**src/rtl/xbar_pkg.sv**
```systemverilog
// Shared crossbar types and width helpers.
// Holds the port FSM state enum and index width functions.
package xbar_pkg;

  typedef enum logic {
    IDLE = 1'b0,
    BUSY = 1'b1
  } state_e;

  // Clamped to 1 so a single-stream build still gets an index field.
  function automatic int id_width(input int n);
    return (n > 1) ? $clog2(n) : 1;
  endfunction

  function automatic int dest_width(input int n);
    return (n > 1) ? $clog2(n) : 1;
  endfunction

endpackage

```
**src/rtl/stream_fifo2.sv**
```systemverilog
// Two-entry stream buffer with registered full/empty flags.
// Ports: push_i/data_i write, pop_i/data_o read, full_o, empty_o.
module stream_fifo2 #(
  parameter int WIDTH = 8
) (
  input  logic             clk_i,
  input  logic             rst_i,
  input  logic             push_i,
  input  logic [WIDTH-1:0] data_i,
  input  logic             pop_i,
  output logic [WIDTH-1:0] data_o,
  output logic             full_o,
  output logic             empty_o
);

  logic [1:0][WIDTH-1:0] mem_q, mem_d;
  logic                  wr_q, wr_d;
  logic                  rd_q, rd_d;
  logic [1:0]            cnt_q, cnt_d;
  logic                  do_push;
  logic                  do_pop;

  assign full_o  = (cnt_q == 2'd2);
  assign empty_o = (cnt_q == 2'd0);
  assign data_o  = mem_q[rd_q];

  always_comb begin
    do_push = push_i && !full_o;
    do_pop  = pop_i && !empty_o;
    mem_d   = mem_q;
    if (do_push) begin
      mem_d[wr_q] = data_i;
    end
    wr_d  = wr_q ^ do_push;
    rd_d  = rd_q ^ do_pop;
    cnt_d = cnt_q + 2'(do_push) - 2'(do_pop);
  end

  always_ff @(posedge clk_i or posedge rst_i) begin
    if (rst_i) begin
      mem_q <= '0;
      wr_q  <= 1'b0;
      rd_q  <= 1'b0;
      cnt_q <= 2'd0;
    end else begin
      mem_q <= mem_d;
      wr_q  <= wr_d;
      rd_q  <= rd_d;
      cnt_q <= cnt_d;
    end
  end

endmodule

```
**src/rtl/master_port_mux.sv**
```systemverilog
// Per-master-port mux: locks onto the granted slave for one packet
// and buffers beats in a 2-entry FIFO toward the master port.
module master_port_mux
  import xbar_pkg::*;
#(
  parameter int T_DATA_WIDTH = 8,
  parameter int S_DATA_COUNT = 2,
  parameter int M_DATA_COUNT = 3,
  parameter int PORT_ID      = 0,
  localparam int T_ID___WIDTH = id_width(S_DATA_COUNT),
  localparam int T_DEST_WIDTH = dest_width(M_DATA_COUNT)
) (
  input  logic                    clk_i,
  input  logic                    rst_i,
  input  logic [T_ID___WIDTH-1:0] grant_i,
  input  logic                    grant_valid_i,
  output logic                    done_o,
  input  logic [S_DATA_COUNT-1:0]
               [T_DATA_WIDTH-1:0] s_data_i,
  input  logic [S_DATA_COUNT-1:0] s_valid_i,
  input  logic [S_DATA_COUNT-1:0] s_last_i,
  input  logic [S_DATA_COUNT-1:0]
               [T_DEST_WIDTH-1:0] s_dest_i,
  output logic [S_DATA_COUNT-1:0] s_ready_o,
  output logic [T_DATA_WIDTH-1:0] m_data_o,
  output logic                    m_valid_o,
  output logic                    m_last_o,
  output logic [T_ID___WIDTH-1:0] m_id_o,
  input  logic                    m_ready_i
);

  localparam int FW = T_DATA_WIDTH + 1 + T_ID___WIDTH;

  state_e                  state_q, state_d;
  logic [T_ID___WIDTH-1:0] sel_q, sel_d;
  logic                    done_q, done_d;
  logic                    fifo_full;
  logic                    fifo_empty;
  logic                    accept;
  logic [FW-1:0]           fifo_din;
  logic [FW-1:0]           fifo_dout;

  // Ready depends only on registered full, never on m_ready_i.
  always_comb begin
    s_ready_o = '0;
    if (state_q == BUSY && !fifo_full &&
        s_dest_i[sel_q] == T_DEST_WIDTH'(PORT_ID)) begin
      s_ready_o[sel_q] = 1'b1;
    end
  end

  assign accept   = s_valid_i[sel_q] && s_ready_o[sel_q];
  assign fifo_din = {s_data_i[sel_q], s_last_i[sel_q], sel_q};

  always_comb begin
    state_d = state_q;
    sel_d   = sel_q;
    done_d  = 1'b0;
    unique case (state_q)
      IDLE: begin
        if (grant_valid_i) begin
          sel_d   = grant_i;
          state_d = BUSY;
        end
      end
      BUSY: begin
        if (accept && s_last_i[sel_q]) begin
          state_d = IDLE;
          done_d  = 1'b1;
        end
      end
    endcase
  end

  always_ff @(posedge clk_i or posedge rst_i) begin
    if (rst_i) begin
      state_q <= IDLE;
      sel_q   <= '0;
      done_q  <= 1'b0;
    end else begin
      state_q <= state_d;
      sel_q   <= sel_d;
      done_q  <= done_d;
    end
  end

  assign done_o    = done_q;
  assign m_valid_o = !fifo_empty;

  stream_fifo2 #(
    .WIDTH (FW)
  ) u_fifo (
    .clk_i   (clk_i),
    .rst_i   (rst_i),
    .push_i  (accept),
    .data_i  (fifo_din),
    .pop_i   (m_valid_o && m_ready_i),
    .data_o  (fifo_dout),
    .full_o  (fifo_full),
    .empty_o (fifo_empty)
  );

  assign {m_data_o, m_last_o, m_id_o} = fifo_dout;

endmodule
```
**config.mk**
```make
export PLATFORM = sky130hd
export DESIGN_NAME = master_port_mux
export DESIGN_NICKNAME = d
export VERILOG_FILES = /design/src/rtl/xbar_pkg.sv /design/src/rtl/stream_fifo2.sv /design/src/rtl/master_port_mux.sv
export SDC_FILE = /design/constraint.sdc
export NUM_CORES = 1
export LEC_CHECK = 0
export ABC_AREA = 1
export CORE_MARGIN = 3
export CORE_UTILIZATION = 66
export CTS_BUF_LIST = sky130_fd_sc_hd__clkbuf_8 sky130_fd_sc_hd__clkbuf_16
export DETAILED_ROUTE_END_ITERATION = 7
export DONT_BUFFER_PORTS = 1
export PLACE_DENSITY = 0.82
export SLEW_MARGIN = 0
export SYNTH_ARGS = -nofsm -noshare
export SYNTH_HDL_FRONTEND = slang
export SYNTH_HIERARCHICAL = 1
export SYNTH_SLANG_ARGS = --single-unit
```
**constraint.sdc**
```tcl
create_clock -name clk_i -period 4.55 [get_ports clk_i]
set_clock_uncertainty 0.05 [all_clocks]
set_input_delay 0.455 -clock clk_i [delete_from_list [all_inputs] [get_ports clk_i]]
set_output_delay 0.455 -clock clk_i [all_outputs]
set_load 0.01 [all_outputs]
```
Word-level counts from Yosys, hierarchy flattened
Index checks and enable logic that the tools add are counted.

cells by class
  bitwise operators = 3
  equality and inequality tests = 1
  add/subtract/negate cells = 2
  reductions and logical operators = 14
  order comparisons = 5
  multiplexer cells = 23

operator list
  operator                                            count
  two-way mux 10 bit                                  3
  bitwise mux 20 bit                                  1
  two-way mux 8 bit                                   2
  two-way mux 1 bit                                   11
  demux 10 bit (select 1 bit)                         1
  logical AND 1 bit                                   9
  < comparator 1 x 2 -> 1 bit, second input constant  3
  two-way mux 2 bit                                   3
  logical NOT 2 bit                                   2
  adder 2 x 1 -> 2 bit                                1
  equality test 2 bit, second input constant          1
  >= comparator 1 bit, second input constant          2
  logical NOT 1 bit                                   2
  case mux 1 bit (2 select lines)                     1
  AND reduction 2 bit                                 1
  subtractor 2 x 1 -> 2 bit                           1
  bitwise XOR 1 bit                                   2
  demux 1 bit (select 1 bit)                          1
  NOT 1 bit                                           1

storage, ports and cells
  bits of input ports = 29
  word-level logic and storage cells = 56
  flip-flop bits (word level) = 27

Depth between registers and ports, before layout
  word-level depth = 11
  gate-level depth with buffers = 12
  mapped depth without buffers = 12

By module
Netlist, hierarchy kept.

by module, submodules not included
  module           times used  cells each  area each (um^2)  sequential area each (um^2)
  stream_fifo2     1           139         1,128.6           600.6
  master_port_mux  1           62          332.8             75.1

Least setup slack after synthesis
No wires, ideal clock.

  kind = register -> register
  from = reg u_fifo.cnt_q[1]
  to = reg u_fifo.cnt_q[1]
  path buffers = 0
  period minus slack after synthesis = 1,671 ps
  arrival time = 1,505 ps
  stages on the path, launching flop included = 12
  slack = 2,879 ps
  cells stage by stage = dfrtp_1 inv_1 nor2_1 nor2_1 nand3_1 inv_1 o21ai_1 ha_1 inv_1 ha_1 nand3_1 nand2_1

between the ends
  longest elaborated chain between the ends = 11

ends and longest elaborated chain
  what                                                   RTL line               source
  start: declaration                                     stream_fifo2.sv:19     logic [1:0] cnt_q, cnt_d;
  start signal: assignment                               stream_fifo2.sv:49     cnt_q <= cnt_d;
  equality test 2 bit                                    stream_fifo2.sv:23     assign full_o = (cnt_q == 2'd2);
  named net fifo_full                                    master_port_mux.sv:37  logic fifo_full;
  logical NOT 1 bit                                      master_port_mux.sv:46  if (state_q == BUSY && !fifo_full &&
  logical AND 1 bit (2 in series)                        master_port_mux.sv:46
  two-way mux 2 bit                                      master_port_mux.sv:46
  two-way mux 1 bit (implied by the code) (2 in series)  master_port_mux.sv:52  assign accept = s_valid_i[sel_q] && s_ready_o[sel_q];
  logical AND 1 bit                                      master_port_mux.sv:52
  named net accept                                       master_port_mux.sv:39  logic accept;
  logical AND 1 bit                                      stream_fifo2.sv:28     do_push = push_i && !full_o;
  adder 2 x 1 -> 2 bit                                   stream_fifo2.sv:36     cnt_d = cnt_q + 2'(do_push) - 2'(do_pop);
  subtractor 2 x 1 -> 2 bit                              stream_fifo2.sv:36
  named net u_fifo.cnt_d[1]                              stream_fifo2.sv:19

The timed path passes the listed nets, and every way through them passes these cells. The select of a mux whose other input is x is not followed.
A chain may end at the register's enable or synchronous reset.

Worst setup path after layout
  from = reg sel_q
  to = reg u_fifo/mem_q[16] (netlist bit)

between the ends
  longest elaborated chain between the ends = 9

ends and longest elaborated chain
  what                                                                                 RTL line                                      source
  start: declaration                                                                   master_port_mux.sv:35                         logic [T_ID___WIDTH-1:0] sel_q, sel_d;
  start signal: assignment                                                             master_port_mux.sv:82                         sel_q <= sel_d;
  < comparator 1 x 2 -> 1 bit (implied by the code) (tied with other cells)            master_port_mux.sv:48                         s_ready_o[sel_q] = 1'b1;
  logical AND 1 bit (implied by the code) / two-way mux 2 bit (equally long branches)  master_port_mux.sv:48, master_port_mux.sv:47
  two-way mux 1 bit (implied by the code) / logical NOT 2 bit (equally long branches)  master_port_mux.sv:48, master_port_mux.sv:47
  demux 1 bit (select 1 bit) / logical AND 1 bit (equally long branches)               master_port_mux.sv:48, master_port_mux.sv:46
  two-way mux 2 bit                                                                    master_port_mux.sv:46
  two-way mux 1 bit (implied by the code) (2 in series)                                master_port_mux.sv:52
  logical AND 1 bit (*)                                                                master_port_mux.sv:52
  named net accept                                                                     master_port_mux.sv:39
  logical AND 1 bit (*)                                                                stream_fifo2.sv:28
  end signal: assignment                                                               stream_fifo2.sv:46                            mem_q <= mem_d;
  end: declaration                                                                     stream_fifo2.sv:16                            logic [1:0][WIDTH-1:0] mem_q, mem_d;

The timed path passes the listed nets; every way through them passes the cells marked *. The select of a mux whose other input is x is not followed.

==> run summary <==
### Global routing
• 4.70 mm — wire length of the first global-routing pass
• 1,076 — vias in the first global route
• 0 — antenna violations before repair
• 0.231 — global-route total usage across every layer
• 25 — largest net degree at the start of global routing
• 0 — Congestion Overflow GR

### Clock network
• 2 — maximum number of buffers from clock root to sink
• 3 — TritonCTS buffer count
• 1 — CTS Hold Buffers Added
• 27 — clock sink count
• 0 — number of cells upsized or downsized after cts
• 0 — Post-CTS Repair Setup Buffers
• 0.09 ns — clock-pin slew on the worst setup and hold paths
• sky130_fd_sc_hd__clkbuf_8 — Root Buffer Master
• 1 — H-Tree Level Count
• done — TritonCTS clock tree
• 0.26 ns — source-to-sink clock delay at the later pin of the worst-skew pair

### Setup path
• 2.61 ns — CP arrival
• flip-flop to flip-flop — Critical Setup Path Class
• 4.60 ns — Worst Path Required
• 20 — maximum net fanout on the critical path
• sky130_fd_sc_hd__dfrtp_1 — slowest CP cell
• 0.57 ns — longest individual stage delay on the worst path
• 1.99 ns — setup slack of the most critical reg-to-reg path
• flip-flop — critical path capture point type
• flip-flops — cell family contributing the most delay on the critical path
• flip-flop — Worst Setup Start Kind
• sky130_fd_sc_hd__inv_1 — cell with the most instances on the worst path
• 3 — number of buffer and inverter instances along the worst setup path
• inv_1, nor2_1, nor2_1, nand3_1, inv_1, o21ai_1, inv_1, ha_1, o21ai_0 — cell-by-cell listing of the critical path

### Floorplan
• 53.1 um — Die W
• 0.00202 mm2 — area of the placeable core
• 0.723 — starting density of the core
• 53.1 um — die span in y
• 16 — Cell Rows
• 43 — I/O pin count
• 0.00281 mm2 — floorplan die area

### Drt
• 13.0 um — average detailed-routed wire length per instance
• 0 — remaining antenna violation count
• 1,170 — number of vias in the routed layout
• 4 — number of iterations in the first detailed-routing pass
• 5.20 — routed vias/inst
• 0 — number of DRC violations after detailed routing
• 2.91 mm — wire length after detailed routing
• 21 — First DRT Iteration DRCs

### Placed design
• 0.786 — final weighted congestion of routability-driven global placement
• 2.21 mm — half-perimeter wire length after detailed placement
• 2.03 ns — placement-stage worst setup slack
• 0 — port buffer count

### Timing
• 0 ns — Sum Neg Setup Slack
• 2.56 ns — Final Critical Period
• 0.563 — Period Utilization, post-route
• 0.891 ns — slew at the pin closest to its max-slew limit
• 0.405 — Rel. slew slack
• 0 — total count of hold-check failures in the final report
• 0 — number of max-slew violations in the final report
• 0 — total setup violations reported at the end of the flow
• 391 MHz — FMAX
• no — setup repair after global routing missed its margin
• 1.99 ns — PnR worst setup slack

### Power and ir drop
• 535 uW — Int Pwr
• 0.442 — net switching fraction of the power
• 642 mW/mm2 — areal power density over the cells
• 0.134 — clock share of power
• 0.000505 V — IR Drop Worst-Case VDD
• 0.465 — fraction of power consumed by sequential logic
• 0.843 nW — static leakage power
• 0.401 — combinational power share
• 423 uW — net switching power figure

### Synth
• 7.27 um2 — Syn Area/Cell
• 27 — number of synthesized register bits
• 15 — Netlist cell types
• 234 — total nets after synthesis
• 6 — yosys warns
• 0.00146 mm2 — mapped cell area
• 0.462 — sequential fraction of the synthesis area
• 201 — instance count of the mapped netlist

### Flow run
• 0 — max-cap violation count

### Final layout
• 0.0354 — fraction of layout instances using a drive strength above 1
• 232 — number of nets at the end of the flow
• 2.05% — area grow syn2layout
• 0 — number of antenna repair diodes
• 161 — fill cell total of the finished layout

### Run status
• finished, final reports clean — run status

### Hold path
• input pin to asynchronous set/reset pin — class of the tightest hold or removal check

## path summary, 6_finish.rpt
check | end | cells past startpoint | from
worst max-delay path | u_fifo/mem_q[16] | 9 | sel_q
min in group clk_i | sel_q | 2 | grant_valid_i
worst max register to register | u_fifo/mem_q[16] | 9 | sel_q
worst min-delay path | u_fifo/mem_q[15] | 1 | rst_i
worst min register to register | u_fifo/mem_q[8] | 2 | u_fifo/mem_q[8]
max in group asynchronous | u_fifo/mem_q[14] | 1 | rst_i
## routing by layer
| layer | wire, um | track usage | vias to the layer above |
|---|---|---|---|
| met5 | 0 | 0 | - |
| met4 | 7 | 0.0553 | 0 |
| met3 | 189 | 0.0282 | 2 |
| met2 | 1550 | 0.413 | 35 |
| met1 | 1160 | 0.295 | 542 |
| li1 | - | - | 591 |
## stage by stage
step	instances	power, mW	utilization	hold WS [ns]	area [um2]
floorplan	201	0.772	-	0.159	1460
global placement	220	0.798	0.710	0.166	1440
detailed placement	220	0.835	0.710	0.169	1440
CTS	225	0.964	0.738	0.248	1490
global route	225	1.05	0.738	0.270	1490
finish	225	0.957	0.738	0.214	1490
## flip-flops by register name, indices dropped and copies added, names as in the netlist
| name | flops |
|---|---|
| u_fifo/wr_q | 1 |
| state_q | 1 |
| u_fifo/cnt_q | 2 |
| u_fifo/mem_q | 20 |
| sel_q | 1 |
| done_o | 1 |
| u_fifo/rd_q | 1 |
## cell families (layout without fill, tap and decap cells)
kind of cell / after synthesis / in the layout / synth area share
AOI/OAI and AO/OA: 32 / 32 / 0.110
adders and majority gates: 4 / 4 / 0.0342
buffers and inverters: 52 / 49 / 0.153
and+or+nand+nor: 86 / 86 / 0.241
DFF: 27 / 27 / 0.462
## Yosys cell counts
cell,count,share of area
sky130_fd_sc_hd__buf_6,3,0.023
sky130_fd_sc_hd__inv_1,44,0.11
sky130_fd_sc_hd__buf_2,5,0.017
sky130_fd_sc_hd__or2_2,1,0.0043
sky130_fd_sc_hd__o21ai_0,28,0.096
sky130_fd_sc_hd__ha_1,4,0.034
sky130_fd_sc_hd__nand2_1,68,0.17
sky130_fd_sc_hd__nand3_1,6,0.021
sky130_fd_sc_hd__dfrtp_1,27,0.46
sky130_fd_sc_hd__nand4_2,1,0.0086
sky130_fd_sc_hd__nand2_2,1,0.0043
sky130_fd_sc_hd__nand2_4,1,0.0077
sky130_fd_sc_hd__nor2_1,8,0.021
sky130_fd_sc_hd__a21oi_1,1,0.0034
sky130_fd_sc_hd__o21ai_1,3,0.010
## layout make-up
cell class / count / area, um2 / area share
clock inverter: 1 / 3.75 / 0.00252
sequential: 27 / 676 / 0.453
clock buffer: 3 / 41.3 / 0.0277
inverter: 44 / 165 / 0.111
multi-input combinational: 122 / 562 / 0.377
tap: 27 / 33.8 / 0.0227
timing repair buffer: 1 / 10.0 / 0.00671
## worst register-to-register path, stage by stage, from the launching register on
cell and delay (ns):
sky130_fd_sc_hd__dfrtp_1 0.57, sky130_fd_sc_hd__inv_1 0.40, sky130_fd_sc_hd__nor2_1 0.07, sky130_fd_sc_hd__nor2_1 0.19, sky130_fd_sc_hd__nand3_1 0.11, sky130_fd_sc_hd__inv_1 0.07
sky130_fd_sc_hd__o21ai_1 0.07, sky130_fd_sc_hd__inv_1 0.09, sky130_fd_sc_hd__ha_1 0.53, sky130_fd_sc_hd__o21ai_0 0.26
## power by group through the flow
| stage | registers, mW | logic [mW] | clock network, mW |
|---|---|---|---|
| 2_1_floorplan | 0.405 | 0.367 | 0 |
| 3_3_place_gp | 0.441 | 0.357 | 0 |
| 3_5_place_dp | 0.451 | 0.385 | 0 |
| 4_1_cts | 0.445 | 0.387 | 0.132 |
| 5_1_grt | 0.463 | 0.446 | 0.144 |
| 6_report | 0.445 | 0.383 | 0.129 |
## cell usage in the layout (no fill, tap or decap)
master                          count
sky130_fd_sc_hd__o21ai_1            3
sky130_fd_sc_hd__dfrtp_1           27
sky130_fd_sc_hd__a21oi_1            1
sky130_fd_sc_hd__nand4_2            1
sky130_fd_sc_hd__nor2_1             8
sky130_fd_sc_hd__ha_1               4
sky130_fd_sc_hd__nand2_2            1
sky130_fd_sc_hd__nand2_4            1
sky130_fd_sc_hd__or2_2              1
sky130_fd_sc_hd__clkbuf_8           3
sky130_fd_sc_hd__inv_1             45
sky130_fd_sc_hd__dlygate4sd3_1      1
sky130_fd_sc_hd__nand3_1            6
sky130_fd_sc_hd__nand2_1           68
sky130_fd_sc_hd__o21ai_0           28
No activity file was read; power rests on OpenSTA's default activity.
